$ cat src/rtl/qs_srt_pkg.sv
// rtl/qs_srt_pkg.sv - shared types and defaults for the quicksort engine bank scheduler
package qs_srt_pkg;

    localparam int BANKS_N_DEFAULT = 4;

    typedef enum logic [2:0] {
        EMPTY    = 3'd0,
        FILLING  = 3'd1,
        READY    = 3'd2,
        SORTING  = 3'd3,
        SORTED   = 3'd4,
        DRAINING = 3'd5
    } bank_state_t;

    typedef logic [$clog2(BANKS_N_DEFAULT)-1:0] bank_id_t;

endpackage

$ cat src/rtl/qs_bank_sched_ptr.sv
// rtl/qs_bank_sched_ptr.sv - modulo-BANKS_N ring pointer
module qs_bank_sched_ptr #(
    parameter  int BANKS_N = 4,
    localparam int BANK_W  = $clog2(BANKS_N)
) (
    input  logic              clk,
    input  logic              rst,
    input  logic              inc,
    output logic [BANK_W-1:0] ptr
);

    // BANKS_N is a power of two, so natural wrap gives the modulo
    always_ff @(posedge clk) begin
        if (rst) begin
            ptr <= '0;
        end else if (inc) begin
            ptr <= ptr + BANK_W'(1);
        end
    end

endmodule

$ cat src/rtl/qs_bank_sched.sv
// rtl/qs_bank_sched.sv - bank lifecycle scheduler between ingress, sort engine and egress
// Optional statistics counters: QS_BANK_SCHED_STATS_EN
module qs_bank_sched
    import qs_srt_pkg::*;
#(
    parameter  int BANKS_N = BANKS_N_DEFAULT,
    localparam int BANK_W  = $clog2(BANKS_N)
) (
    input  logic                 clk,
    input  logic                 rst,
    input  logic                 in_alloc_req,
    output logic                 in_alloc_gnt,
    output logic [BANK_W-1:0]    in_bank,
    input  logic                 in_fill_done,
    input  logic                 srt_await,
    output logic                 srt_gnt,
    output logic [BANK_W-1:0]    srt_bank,
    input  logic                 srt_emit,
    output logic                 eg_vld,
    output logic [BANK_W-1:0]    eg_bank,
    input  logic                 eg_rdy,
    input  logic                 eg_done,
    output logic [3*BANKS_N-1:0] bank_state,
    output logic                 err
`ifdef QS_BANK_SCHED_STATS_EN
    ,
    output logic [15:0]          stat_sorts,
    output logic [15:0]          stat_stall
`endif
);

    bank_state_t bank_q [BANKS_N];
    bank_state_t bank_n [BANKS_N];

    logic [BANK_W-1:0] fill_ptr;
    logic [BANK_W-1:0] sort_ptr;
    logic [BANK_W-1:0] drain_ptr;
    logic [BANK_W-1:0] fill_own;
    logic [BANK_W-1:0] sort_sel;
    logic [BANK_W-1:0] drain_sel;

    logic pending_q;
    logic pending_n;
    logic err_n;
    logic fill_ok;
    logic emit_ok;
    logic accept_ok;
    logic drain_ok;
    logic sorting_left;
    logic await_bad;
    logic await_ok;
    logic pend_eff;
    logic sort_grant;
    logic alloc_ok;
    logic eg_vld_n;

    qs_bank_sched_ptr #(.BANKS_N(BANKS_N)) u_fill_ptr (
        .clk (clk),
        .rst (rst),
        .inc (alloc_ok),
        .ptr (fill_ptr)
    );

    qs_bank_sched_ptr #(.BANKS_N(BANKS_N)) u_sort_ptr (
        .clk (clk),
        .rst (rst),
        .inc (emit_ok),
        .ptr (sort_ptr)
    );

    qs_bank_sched_ptr #(.BANKS_N(BANKS_N)) u_drain_ptr (
        .clk (clk),
        .rst (rst),
        .inc (drain_ok),
        .ptr (drain_ptr)
    );

    // Each agent owns at most one bank, always the one at (or just behind) its pointer
    assign fill_own = fill_ptr - BANK_W'(1);

    always_comb begin
        bank_n       = bank_q;
        fill_ok      = in_fill_done && (bank_q[fill_own] == FILLING);
        emit_ok      = srt_emit && (bank_q[sort_ptr] == SORTING);
        accept_ok    = eg_vld && eg_rdy && (bank_q[drain_ptr] == SORTED);
        drain_ok     = eg_done && (bank_q[drain_ptr] == DRAINING);
        alloc_ok     = in_alloc_req && (bank_q[fill_own] != FILLING) &&
                       (bank_q[fill_ptr] == EMPTY);
        sorting_left = (bank_q[sort_ptr] == SORTING) && !emit_ok;
        await_bad    = srt_await && (pending_q || sorting_left);
        await_ok     = srt_await && !await_bad;
        pend_eff     = pending_q || await_ok;
        sort_sel     = emit_ok ? sort_ptr + BANK_W'(1) : sort_ptr;
        drain_sel    = drain_ok ? drain_ptr + BANK_W'(1) : drain_ptr;

        if (fill_ok)   bank_n[fill_own]  = READY;
        if (emit_ok)   bank_n[sort_ptr]  = SORTED;
        if (accept_ok) bank_n[drain_ptr] = DRAINING;
        if (drain_ok)  bank_n[drain_ptr] = EMPTY;
        if (alloc_ok)  bank_n[fill_ptr]  = FILLING;

        // The grant sees this cycle's fill-done and emit, so a waiting await answers one cycle later
        sort_grant = pend_eff && !sorting_left && (bank_n[sort_sel] == READY);
        if (sort_grant) bank_n[sort_sel] = SORTING;

        pending_n = pend_eff && !sort_grant;
        err_n     = err || (in_fill_done && !fill_ok) || (srt_emit && !emit_ok) ||
                    (eg_done && !drain_ok) || await_bad;
        eg_vld_n  = (bank_n[drain_sel] == SORTED);
    end

    always_ff @(posedge clk) begin
        if (rst) begin
            for (int i = 0; i < BANKS_N; i++) begin
                bank_q[i] <= EMPTY;
            end
            pending_q    <= 1'b0;
            err          <= 1'b0;
            in_alloc_gnt <= 1'b0;
            in_bank      <= '0;
            srt_gnt      <= 1'b0;
            srt_bank     <= '0;
            eg_vld       <= 1'b0;
        end else begin
            bank_q       <= bank_n;
            pending_q    <= pending_n;
            err          <= err_n;
            in_alloc_gnt <= alloc_ok;
            srt_gnt      <= sort_grant;
            eg_vld       <= eg_vld_n;
            if (alloc_ok) begin
                in_bank <= fill_ptr;
            end
            if (sort_grant) begin
                srt_bank <= sort_sel;
            end
        end
    end

    assign eg_bank = drain_ptr;

    for (genvar g = 0; g < BANKS_N; g++) begin : g_state
        assign bank_state[3*g +: 3] = bank_q[g];
    end

`ifdef QS_BANK_SCHED_STATS_EN
    always_ff @(posedge clk) begin
        if (rst) begin
            stat_sorts <= '0;
            stat_stall <= '0;
        end else begin
            if (emit_ok && (stat_sorts != 16'hffff)) begin
                stat_sorts <= stat_sorts + 16'd1;
            end
            if (pend_eff && !sort_grant && (stat_stall != 16'hffff)) begin
                stat_stall <= stat_stall + 16'd1;
            end
        end
    end
`endif

endmodule

$ cat config.mk
export PLATFORM = sky130hd
export DESIGN_NAME = qs_bank_sched
export DESIGN_NICKNAME = d
export VERILOG_FILES = /design/src/rtl/qs_srt_pkg.sv /design/src/rtl/qs_bank_sched_ptr.sv /design/src/rtl/qs_bank_sched.sv
export SDC_FILE = /design/constraint.sdc
export NUM_CORES = 1
export LEC_CHECK = 0
export CAP_MARGIN = 25
export CORE_UTILIZATION = 49
export CTS_CLUSTER_SIZE = 28
export DETAILED_ROUTE_END_ITERATION = 10
export HOLD_SLACK_MARGIN = 0.15
export PLACE_DENSITY_LB_ADDON = 0.25
export SYNTH_ARGS = -nofsm -noshare
export SYNTH_HDL_FRONTEND = slang
export SYNTH_SLANG_ARGS = --single-unit
export TNS_END_PERCENT = 50
$ cat constraint.sdc
create_clock -name clk -period 2.7 [get_ports clk]
set_input_delay 0.27 -clock clk [delete_from_list [all_inputs] [get_ports clk]]
set_output_delay 0.27 -clock clk [all_outputs]
set_load 0.005 [all_outputs]
Word-level counts from Yosys, hierarchy flattened
Cells that the tools add are included.
{ "word_totals": {"ff_bits": 27} }
{ "op_classes": {"addsub": 4, "order_cmp": 11, "eq_ne": 7, "mux": 36, "n_bitwise": 23, "reduce_logical": 34} }
{ "op_table": {"columns": ["cell", "count"], "rows": [
  ["two-way mux 12 bit", 6],
  ["two-way mux 3 bit", 17],
  ["binary-select mux 3 bit (select 2 bit)", 6],
  ["demux 3 bit (select 2 bit)", 5],
  ["bitwise AND 8 bit", 3],
  ["NOT 8 bit", 3],
  ["logical AND 1 bit", 21],
  [">= comparator 3 bit, second input constant", 6],
  ["NOT 2 -> 3 bit", 6],
  ["OR 8 bit", 2],
  ["less-than comparator 3 x 1 -> 1 bit, second input constant", 5],
  ["bitwise AND 12 bit", 1],
  ["NOT 12 bit", 1],
  ["OR 4 bit", 3],
  ["equality test 3 bit, second input constant", 3],
  ["bitwise AND 4 bit", 2],
  ["NOT 4 bit", 2],
  ["adder 2 x 1 -> 2 bit, second input constant", 3],
  ["equality test 3 x 2 -> 1 bit, second input constant", 2],
  ["zero test 1 bit", 6],
  ["logical OR 1 bit", 6],
  ["two-way mux 2 bit", 2],
  ["equality test 3 x 1 -> 1 bit, second input constant", 1],
  ["zero test 3 bit", 1],
  ["other kinds (2)", 2]
]} }

Depth between registers and ports, before layout
Gate-level depths: netlist of run 1.
{ "logic_depth": {"word_depth": 27, "mapped_depth": 11, "depth_no_buf": 9} }

Modules after synthesis
From an unflattened synthesis of run 1, not the netlist that was laid out.
{ "hier_totals": {"hier_cells": 231, "area_unflattened_um2": 2015.7} }
{ "by_module_without_submodules": {"columns": ["module", "instances", "cells_each", "area_each_um2", "seq_area_each_um2"], "rows": [
  ["qs_bank_sched", 1, 210, 1779.2, 420.4],
  ["qs_bank_sched_ptr", 3, 7, 78.8, 40.0]
]} }

Worst setup path before layout of run 1
Ideal clock, no wire load.
{ "synth_timing": {"path_type": "register to register", "start": "reg u_drain_ptr.ptr[1]", "end": "reg srt_bank[0]", "t_arrival_ps": 2717, "required_time_ps": 2577, "slack_ps": -140, "path_stages_with_launch": 11, "path_buffers": 2, "cell_sequence": "dfxtp_1 -> buf_2 -> mux2_2 -> o211ai_1 -> nand2_1 -> buf_2 -> o21ai_0 -> nand4_1 -> a2111oi_4 -> nor3b_4 -> mux2_1"} }
{ "synth_via": {"elab_chain_cells": 17} }
{ "synth_lines": {"columns": ["element", "line_no", "text"], "rows": [
  ["start: declaration", "qs_bank_sched_ptr.sv:9", "output logic [BANK_W-1:0] ptr"],
  ["start signal: assignment", "qs_bank_sched_ptr.sv:17", "ptr <= ptr + BANK_W'(1);"],
  ["NOT 2 -> 3 bit (not written as such) (*)", null, null],
  [">= comparator 3 bit (not written as such) or less-than comparator 3 x 1 -> 1 bit (tied branches)", "qs_bank_sched.sv:98, qs_bank_sched.sv:99", null],
  ["logical AND 1 bit (not written as such)", "qs_bank_sched.sv:98, qs_bank_sched.sv:99", null],
  ["two-way mux 3 bit (not written as such)", "qs_bank_sched.sv:98, qs_bank_sched.sv:99", null],
  ["demux 3 bit (select 2 bit)", "qs_bank_sched.sv:98, qs_bank_sched.sv:99", null],
  ["NOT 4 bit (no source line)", null, null],
  ["bitwise AND 4 bit (no source line)", null, null],
  ["two-way mux 12 bit", "qs_bank_sched.sv:98", "if (accept_ok) bank_n[drain_ptr] = DRAINING;"],
  ["bitwise AND 12 bit (no source line)", null, null],
  ["two-way mux 12 bit (*)", "qs_bank_sched.sv:99", "if (drain_ok) bank_n[drain_ptr] = EMPTY;"],
  ["bitwise AND 8 bit (no source line)", null, null],
  ["two-way mux 12 bit (*)", "qs_bank_sched.sv:100", "if (alloc_ok) bank_n[fill_ptr] = FILLING;"],
  ["binary-select mux 3 bit (select 2 bit) (*)", "qs_bank_sched.sv:103", "sort_grant = pend_eff && !sorting_left && (bank_n[sort_sel] == READY);"],
  ["two-way mux 3 bit (not written as such) (*) (2 in series)", "qs_bank_sched.sv:103", null],
  ["equality test 3 x 2 -> 1 bit (*)", "qs_bank_sched.sv:103", null],
  ["logical AND 1 bit (*)", "qs_bank_sched.sv:103", null],
  ["end signal: assignment", "qs_bank_sched.sv:135", "srt_bank <= sort_sel;"],
  ["end: declaration", "qs_bank_sched.sv:17", "output logic [BANK_W-1:0] srt_bank,"]
]} }
Every way passes the cells marked *; elsewhere a longest branch is shown, timed or not. The select of a mux whose other input is x is not followed.
A chain may end at the register's enable or synchronous reset.

Worst setup path in the final report of run 1
{ "layout_timing": {"start": "reg bank_q (netlist bit bank_state[11])", "end": "reg srt_bank[0]"} }
{ "layout_via": {"elab_chain_cells": 19} }
{ "layout_lines": {"columns": ["element", "line_no", "text"], "rows": [
  ["start: declaration", "qs_bank_sched.sv:32", "bank_state_t bank_q [BANKS_N];"],
  ["start signal: assignment", "qs_bank_sched.sv:125", "bank_q <= bank_n;"],
  ["binary-select mux 3 bit (select 2 bit)", "qs_bank_sched.sv:83, qs_bank_sched.sv:87", null],
  ["two-way mux 3 bit (not written as such) (2 in series)", "qs_bank_sched.sv:83, qs_bank_sched.sv:87", null],
  ["equality test 3 x 1 -> 1 bit", "qs_bank_sched.sv:83", "fill_ok = in_fill_done && (bank_q[fill_own] == FILLING);"],
  ["logical AND 1 bit", "qs_bank_sched.sv:83", null],
  ["two-way mux 12 bit", "qs_bank_sched.sv:96", "if (fill_ok) bank_n[fill_own] = READY;"],
  ["bitwise AND 8 bit (no source line) or OR 4 bit (tied branches)", null, null],
  ["two-way mux 12 bit", "qs_bank_sched.sv:97", "if (emit_ok) bank_n[sort_ptr] = SORTED;"],
  ["OR 8 bit (no source line) or bitwise AND 4 bit (tied branches)", null, null],
  ["two-way mux 12 bit", "qs_bank_sched.sv:98", null],
  ["bitwise AND 12 bit (no source line)", null, null],
  ["two-way mux 12 bit", "qs_bank_sched.sv:99", null],
  ["OR 4 bit (no source line) or bitwise AND 8 bit (tied branches)", null, null],
  ["two-way mux 12 bit", "qs_bank_sched.sv:100", null],
  ["binary-select mux 3 bit (select 2 bit)", "qs_bank_sched.sv:103", null],
  ["two-way mux 3 bit (not written as such) (2 in series)", "qs_bank_sched.sv:103", null],
  ["equality test 3 x 2 -> 1 bit", "qs_bank_sched.sv:103", null],
  ["logical AND 1 bit", "qs_bank_sched.sv:103", null]
]} }
Parallel ways exist; a longest one is shown, timed or not. The select of a mux whose other input is x is not followed.

==> out/qor.csv, run 1 <==
stage,metric,value,unit
status,status,"complete, but fails checks",
status,failed_checks,setup timing,
placed_design,dp.cells,357,
finish,fin_cells,371,
finish,area_growth,53.7,%
finish,final_area,0.00301,mm²
drt,route.vias.total,2336,
placed_design,dpl.hpwl,5050,µm
clocking,clock_path_buffers,2,
synth,synth_area_leader_cell,dfxtp_1,
sta,relSlewSlack,70.2,%
sta,worstMarginPinSlew,0.447,ns
floorplanning,core_area,0.00374,mm²
drt,via_per_inst,6.30,
setup_path,cp-end-kind,register,
synth,syn_avg_cell_area,8.36,µm²
synth,synth-edff-count,0,
floorplanning,die_area,0.00425,mm²
sta,worst_slack,-0.154,ns
sta,finalClockSkew,0.00625,ns
synth,yosysUniqueCellTypes,56,
pwr,p_per_area,543,mW/mm²
finish,final_cell_mix,"buf_4, clkdlybuf4s50_1, nand2_1",
placed_design,place_ws,-0.141,ns
synth,yosys.area.top_type_share,27.6,%
placed_design,io_buffers,29,
drt,dr.pass1.iters,5,
setup_path,critical_path_required,2.87,ns
clocking,cts-root-buf,clkbuf_8,
floorplanning,die_h,65.2,µm
finish,fin_nets,344,
synth,synth-main-ff-cell,dfxtp_1,
clocking,htree_levels,1,
synth,synthArstFlopShare,0,%
sta,slew_violations,0,
sta,finalSetupViolations,4,
drt,post_drt_wl_per_cell,19.3,µm
synth,synth_area,0.00196,mm²
finish,final_layout_size_suffix_gt1_share,34.7,%
sta,hold_viol,0,
worst_hold_path,worstHoldStart,in_bank[1],
grt,grt-ovfl-total,0,
setup_path,startpoint,bank_state[11],
sta,fmax,0.350,GHz
sta,period_share,106,%
finish,layout_commonest_cell,buf_4,
clocking,clk_latency,0.28,ns
setup_path,reg2reg_from,bank_state[11],
grt,gr-usage-all-layers,33.9,%
pwr,finalPower,1630,µW
setup_path,crit_chain,buf_4 -> and4b_2 -> nor3_1 -> a21oi_1 -> and2_1 -> or3_4 -> a2111oi_4 -> nor3b_4 -> mux2_4,
setup_path,cp_max_fo,4,
clocking,cts.sinks,27,
floorplanning,rows,22,
setup_path,cpMaxStageDelayCell,or3_4,
placed_design,place_congestion,0.998,
synth,yosys_warnings,0,
pwr,peakVddDrop,0.459,mV
sta,rsz0062_at_grt,yes,
worst_hold_path,hold_depth,2,
drt,first_iter_violations,248,
synth,ys_seq_area_share,27.6,%
setup_path,arrival,3.02,ns
worst_hold_path,holdCritPathClass,reg -> reg,
grt,grt_pass1_vias,2260,
floorplanning,fp.dieW,65.2,µm
sta,fin_crit,2.85,ns
setup_path,r2r_slack,-0.15,ns
clocking,cts_tree,yes,
grt,grt_max_degree,20,
finish,diodes,0,
synth,syn_inst,234,
flow_run,timing.max_cap.violations,0,
synth,synth_seq_cells,27,
placed_design,dpl_cell_area,0.00270,mm²
setup_path,path_class,reg -> reg,
grt,antenna_found_initial,0,
clocking,cts.clk_slew.worst_paths,0.10,ns
clocking,cts_buffers,3,
setup_path,startpoint_type,register,
grt,grt_pass1_wl,11000,µm
drt,drc,0,
sta,hold_slack,0.499,ns
setup_path,cpPeakStageDelay,0.41,ns
floorplanning,ios,30,
clocking,cts_hold_buf,0,
drt,routed_wirelength,7160,µm
drt,antenna_left,0,
pwr,leakage,0.00118,µW
synth,syn_nets,254,
synth,synthTopCellsByArea,"dfxtp_1, ha_1, nand2_1, a21oi_1, o21ai_0",
floorplanning,start_util,52.2,%
setup_path,worstRegToRegCells,9,
## metrics by stage
stage                     TNS, ns  util [%]
final                      -0.524      80.3
after global routing        -1.03      80.3
after detailed placement   -0.262      72.1
after CTS                 -0.0684      77.3
after global placement    -0.0265      72.1
after floorplan            -0.155         -
## final timing paths
check | end
max | srt_bank[0]
min | in_bank[1]
max reg2reg | srt_bank[0]
min reg2reg | in_bank[1]
## per-layer routing
| metal | share of wire (%) | wire length, µm | GRT usage [%] | up-vias |
|---|---|---|---|---|
| li1 | - | - | - | 1071 |
| met1 | 42 | 3000 | 45.4 | 1113 |
| met2 | 48 | 3410 | 54.8 | 122 |
| met3 | 6.9 | 494 | 4.34 | 30 |
| met4 | 3.7 | 262 | 13.3 | 0 |
| met5 | 0 | 0 | 0 | - |
## final cells by class
cell class	count	area (µm²)
multi-input combinational	184	1470
timing repair buffer	95	831
fill	234	737
sequential	27	556
tap	48	60.1
inverter	13	48.8
clock buffer	4	45.0
## flip-flops by register name, summed over array words and instances (netlist names)
| name | cells |
|---|---|
| bank_state | 12 |
| in_bank | 2 |
| srt_bank | 2 |
| u_drain_ptr.ptr | 2 |
| u_fill_ptr.ptr | 2 |
| u_sort_ptr.ptr | 2 |
| eg_vld | 1 |
| err | 1 |
| in_alloc_gnt | 1 |
| pending_q | 1 |
| srt_gnt | 1 |
## logic make-up after synthesis
| family | synth area share, % |
|---|---|
| xor gates and xnor gates | 0.896 |
| AOI/OAI and AO/OA | 25.3 |
| buffers and inverters | 5.25 |
| DFF | 27.6 |
| adders and majority gates | 7.68 |
| muxes | 3.97 |
| and+or+nand+nor | 29.3 |
## synthesized netlist by cell type, types with 5 or more instances
| cell type | n |
|---|---|
| o21ai_0 | 12 |
| a22oi_1 | 5 |
| a31oi_1 | 5 |
| ha_1 | 12 |
| nand4_1 | 7 |
| nand2b_1 | 7 |
| nor2b_1 | 6 |
| nor3_1 | 6 |
| a21oi_1 | 13 |
| nand2_1 | 22 |
| nor2_1 | 14 |
| inv_1 | 13 |
| dfxtp_1 | 27 |
| nand3_1 | 8 |
## critical path: cells and delay by family (launching register included)
kind / cells / cell delay [ns]
and+or+nand+nor: 5 / 1.47
AOI/OAI and AO/OA: 2 / 0.48
DFF: 1 / 0.34
muxes: 1 / 0.34
buffers and inverters: 1 / 0.12
## power by group
part / leakage (µW) / internal [µW] / total, µW / switching, µW
clock: 0.0000228 / 106 / 238 / 132
sequential: 0.000224 / 446 / 485 / 38.8
combinational: 0.000933 / 473 / 908 / 434
total: 0.00118 / 1030 / 1630 / 606
## timing repair
item | 4_1_cts | 5_1_grt
setup buffers | 5 | 5
resized for setup | 22 | 16
endpoints found under the setup margin | 3 | 5
pin swaps | 8 | 10
(Power assumes the default switching activity.)
==> run 2: changes to the inputs <==
--- a/config.mk
+++ b/config.mk
@@ -6,9 +6,10 @@
 export NUM_CORES = 1
 export LEC_CHECK = 0
 export CAP_MARGIN = 25
-export CORE_UTILIZATION = 49
+export CORE_UTILIZATION = 35
 export CTS_CLUSTER_SIZE = 28
 export DETAILED_ROUTE_END_ITERATION = 10
+export GPL_ROUTABILITY_DRIVEN = 0
 export HOLD_SLACK_MARGIN = 0.15
 export PLACE_DENSITY_LB_ADDON = 0.25
 export SYNTH_ARGS = -nofsm -noshare
==> out/qor.csv, run 2 (synthesis results as in run 1) <==
stage,metric,value,unit
pwr,clkPwrFrac,15.9,%
sta,finalClockSkew,0.00997,ns
floorplanning,die_h,76.8,µm
sta,worstMarginPinSlew,0.449,ns
finish,fillers,467,
finish,final_layout_size_suffix_gt1_share,35.5,%
pwr,power_switching_share,36.7,%
status,status,"complete, but fails checks",
placed_design,io_buffers,29,
clocking,cts_hold_buf,0,
sta,fin_crit,2.80,ns
grt,grt-ovfl-total,0,
clocking,clock_path_buffers,2,
pwr,internal_power,1030,µW
sta,period_share,104,%
finish,fin_nets,353,
sta,hold_viol,0,
placed_design,dp.cells,388,
floorplanning,fp.dieW,76.8,µm
finish,largest_register_ffs,12,
placed_design,dpl_cell_area,0.00277,mm²
pwr,seq_power_share,30.1,%
finish,final_cell_mix,"buf_4, clkdlybuf4s50_1, nand2_1",
drt,first_iter_violations,122,
floorplanning,rows,26,
grt,gr-usage-all-layers,22.9,%
clocking,cts_buffers,3,
clocking,cts-root-buf,clkbuf_8,
clocking,cts.sinks,27,
grt,grt_pass1_vias,2127,
setup_path,critical_path_required,2.89,ns
sta,slew_violations,0,
flow_run,timing.max_cap.violations,0,
setup_path,path_class,reg -> reg,
sta,relSlewSlack,70.0,%
grt,grt_max_degree,18,
drt,route.vias.total,2264,
setup_path,cpPeakStageDelay,0.54,ns
setup_path,worstRegToRegCells,8,
finish,diodes,0,
setup_path,crit_chain,or4bb_4 -> nand4_1 -> a22oi_2 -> a22oi_2 -> nand4_1 -> a2111oi_4 -> nor3b_4 -> mux2_4,
setup_path,startpoint_type,register,
placed_design,dpl.hpwl,4970,µm
floorplanning,core_area,0.00524,mm²
floorplanning,start_util,37.3,%
setup_path,critical_path_depth,8,
setup_path,cp_max_fo,6,
worst_hold_path,hold_depth,2,
pwr,p_per_area,534,mW/mm²
pwr,switchingPower,595,µW
finish,final_area,0.00303,mm²
setup_path,cp-end-kind,register,
sta,rsz0062_at_grt,yes,
clocking,clk_latency,0.29,ns
drt,post_drt_wl_per_cell,16.5,µm
setup_path,critPathBufInv,0,
drt,routed_wirelength,6630,µm
pwr,leakage,0.00122,µW
drt,dr.pass1.iters,4,
finish,layout_commonest_cell,buf_4,
drt,drc,0,
setup_path,cpMaxStageDelayCell,or4bb_4,
floorplanning,ios,30,
clocking,htree_levels,1,
setup_path,arrival,2.99,ns
clocking,cts.clk_slew.worst_paths,0.11,ns
sta,finalSetupViolations,3,
drt,antenna_left,0,
status,failed_checks,setup timing,
sta,worst_slack,-0.0990,ns
sta,fmax,0.357,GHz
grt,antenna_found_initial,0,
setup_path,path_delay_family,simple AND/OR/NAND/NOR gates,
finish,area_growth,55.1,%
finish,fin_cells,402,
worst_hold_path,holdCritPathClass,reg -> reg,
pwr,finalPower,1620,µW
pwr,peakVddDrop,0.366,mV
clocking,cts_tree,yes,
drt,via_per_inst,5.63,
pwr,combPwrFrac,54.0,%
grt,grt_pass1_wl,10700,µm
floorplanning,die_area,0.00589,mm²
-- run 2: power groups by stage --
stage	Sequential, µW	Combinational [µW]	Clock, µW
after global placement	491	761	0
after detailed placement	493	762	0
after CTS	486	819	255
after floorplan	493	409	0
final	488	876	257
after global routing	494	941	274
-- run 2: cell type report --
cell class | count | area, µm² | share of cell area, %
clock buffers | 3 | 41.3 | 1.36
clock inverters | 1 | 8.76 | 0.289
inverters | 13 | 48.8 | 1.61
multi-input cells | 184 | 1420 | 46.9
flip-flops and latches | 27 | 554 | 18.3
well taps | 70 | 87.6 | 2.89
repair buffers | 104 | 868 | 28.6
-- run 2: what timing repair did --
action | in CTS | in global routing
setup endpoints to repair | 2 | 5
gates resized for setup | 20 | 13
gates cloned | 0 | 0
pin swaps | 9 | 12
setup buffers | 4 | 6
-- run 2: layer usage --
metal	wire length [µm]	track usage, %	vias to the layer above
li1	-	-	1080
met1	2980	30.6	1095
met2	3200	38.8	79
met3	370	3.57	10
met4	76	4.42	0
met5	0	0	-
-- run 2: worst min-delay path: cells and delay by family (launching register included) --
family	cells	cell delay [ns]
flops	1	0.32
simple gates	1	0.06
compound gates	1	0.06
-- run 2: path summary, 6_finish.rpt --
path            startpoint          end  slack, ns
max          bank_state[2]  srt_bank[1]       -0.1
min             in_bank[1]   in_bank[1]       0.48
max reg2reg  bank_state[2]  srt_bank[1]       -0.1
min reg2reg     in_bank[1]   in_bank[1]       0.48
-- run 2: per-stage QoR --
step,utilization [%],TNS (ns),hold WS [ns],worst slack [ns]
floorplan,-,-0.155,0.432,-0.0775
global placement,52.9,-0.0471,0.463,-0.0242
detailed placement,52.9,-0.128,0.474,-0.0659
CTS,56.1,0,0.487,0.00105
global route,57.9,-0.842,0.513,-0.224
finish,57.9,-0.195,0.484,-0.0990
==> run 3: changes to the inputs <==
--- a/config.mk
+++ b/config.mk
@@ -9,9 +9,9 @@
 export CORE_UTILIZATION = 35
 export CTS_CLUSTER_SIZE = 28
 export DETAILED_ROUTE_END_ITERATION = 10
-export GPL_ROUTABILITY_DRIVEN = 0
 export HOLD_SLACK_MARGIN = 0.15
 export PLACE_DENSITY_LB_ADDON = 0.25
+export SKIP_CTS_REPAIR_TIMING = 1
 export SYNTH_ARGS = -nofsm -noshare
 export SYNTH_HDL_FRONTEND = slang
 export SYNTH_SLANG_ARGS = --single-unit
==> out/qor.csv, run 3 (synthesis results as in run 1) <==
stage,metric,value,unit
grt,gr-usage-all-layers,21.5,%
floorplanning,die_h,76.8,µm
setup_path,cp-end-kind,register,
setup_path,arrival,2.95,ns
sta,slew_violations,0,
grt,grt_pass1_wl,10100,µm
grt,grt_max_degree,18,
floorplanning,die_area,0.00589,mm²
drt,post_drt_wl_per_cell,16.3,µm
clocking,clk_latency,0.29,ns
drt,dr.pass1.iters,5,
drt,drc,0,
clocking,cts_buffers,3,
finish,final_area,0.00301,mm²
worst_hold_path,holdCritPathClass,reg -> reg,
floorplanning,core_area,0.00524,mm²
placed_design,dpl.hpwl,4970,µm
flow_run,timing.max_cap.violations,0,
status,failed_checks,setup timing,
setup_path,cp_max_fo,6,
setup_path,reg2reg_from,bank_state[4],
finish,utilization,57.4,%
setup_path,startpoint_type,register,
finish,fin_cells,399,
pwr,finalPower,1630,µW
sta,worstMarginPinSlew,0.473,ns
drt,route.vias.total,2217,
grt,grt-ovfl-total,0,
sta,finalSetupViolations,2,
finish,largest_register_ffs,12,
drt,first_iter_violations,103,
drt,via_per_inst,5.56,
status,status,"complete, but fails checks",
clocking,clock_path_buffers,2,
setup_path,critical_path_required,2.89,ns
worst_hold_path,worstHoldStart,in_bank[1],
setup_path,startpoint,bank_state[4],
drt,routed_wirelength,6500,µm
floorplanning,rows,26,
sta,fmax,0.362,GHz
grt,antenna_found_initial,0,
sta,finalClockSkew,0.00880,ns
finish,fin_nets,350,
sta,fin_crit,2.76,ns
finish,diodes,0,
grt,grt_pass1_vias,2040,
finish,area_growth,53.7,%
sta,relSlewSlack,68.3,%
sta,period_share,102,%
finish,layout_commonest_cell,buf_4,
placed_design,place_congestion,0.920,
setup_path,path_class,reg -> reg,
pwr,peakVddDrop,0.349,mV
placed_design,dp.cells,388,
sta,hold_viol,0,
clocking,cts.sinks,27,
pwr,p_per_area,541,mW/mm²
clocking,cts_tree,yes,
placed_design,dpl_cell_area,0.00277,mm²
floorplanning,start_util,37.3,%
clocking,htree_levels,1,
floorplanning,ios,30,
floorplanning,fp.dieW,76.8,µm
clocking,cts-root-buf,clkbuf_8,
finish,fillers,475,
finish,final_layout_size_suffix_gt1_share,34.0,%
finish,final_cell_mix,"buf_4, clkdlybuf4s50_1, nand2_1",
placed_design,io_buffers,29,
clocking,cts.clk_slew.worst_paths,0.11,ns
sta,worst_slack,-0.0639,ns
sta,tns,-0.112,ns
pwr,leakage,0.00121,µW
sta,rsz0062_at_grt,yes,
drt,antenna_left,0,
[run 3: critical path, stage by stage, from the launching register on]
cell	delay, ns
dfxtp_1	0.35
or4b_1	0.56
nand4_1	0.15
a22oi_2	0.16
a22oi_1	0.32
a41oi_2	0.21
a2111oi_4	0.25
nor3b_4	0.32
mux2_1	0.34
[run 3: layout make-up]
class / count / area, µm² / area share, %
well taps: 70 / 87.6 / 2.91
clock inverters: 1 / 8.76 / 0.291
multi-input cells: 184 / 1430 / 47.4
inverters: 13 / 48.8 / 1.62
repair buffers: 101 / 842 / 28.0
clock buffers: 3 / 41.3 / 1.37
flip-flops and latches: 27 / 553 / 18.4
[run 3: worst paths after layout]
path / end / slack [ns] / depth (start not counted)
setup reg to reg: srt_bank[0] / -0.06 / 8
setup / recovery: srt_bank[0] / -0.06 / 8
hold reg to reg: in_bank[1] / 0.49 / 2
hold / removal: in_bank[1] / 0.49 / 2
[run 3: power breakdown]
part | switching, µW | leakage (µW) | internal, µW
combinational | 401 | 0.000961 | 483
sequential | 41.6 | 0.000223 | 447
clock | 144 | 0.0000261 | 109
[run 3: routing by layer]
| layer | wire, µm | up-vias | track usage [%] |
|---|---|---|---|
| met5 | 0 | - | 0 |
| met4 | 70 | 0 | 4.23 |
| met3 | 297 | 8 | 2.74 |
| met2 | 3100 | 63 | 35.4 |
| met1 | 3030 | 1065 | 29.7 |
| li1 | - | 1081 | - |
[run 3: stage by stage]
stage          hold WS, ns  worst slack (ns)
3_3_place_gp         0.463           -0.0242
2_1_floorplan        0.432           -0.0775
6_report             0.488           -0.0639
5_1_grt              0.513            -0.164
3_5_place_dp         0.474           -0.0659
4_1_cts              0.488           -0.0992
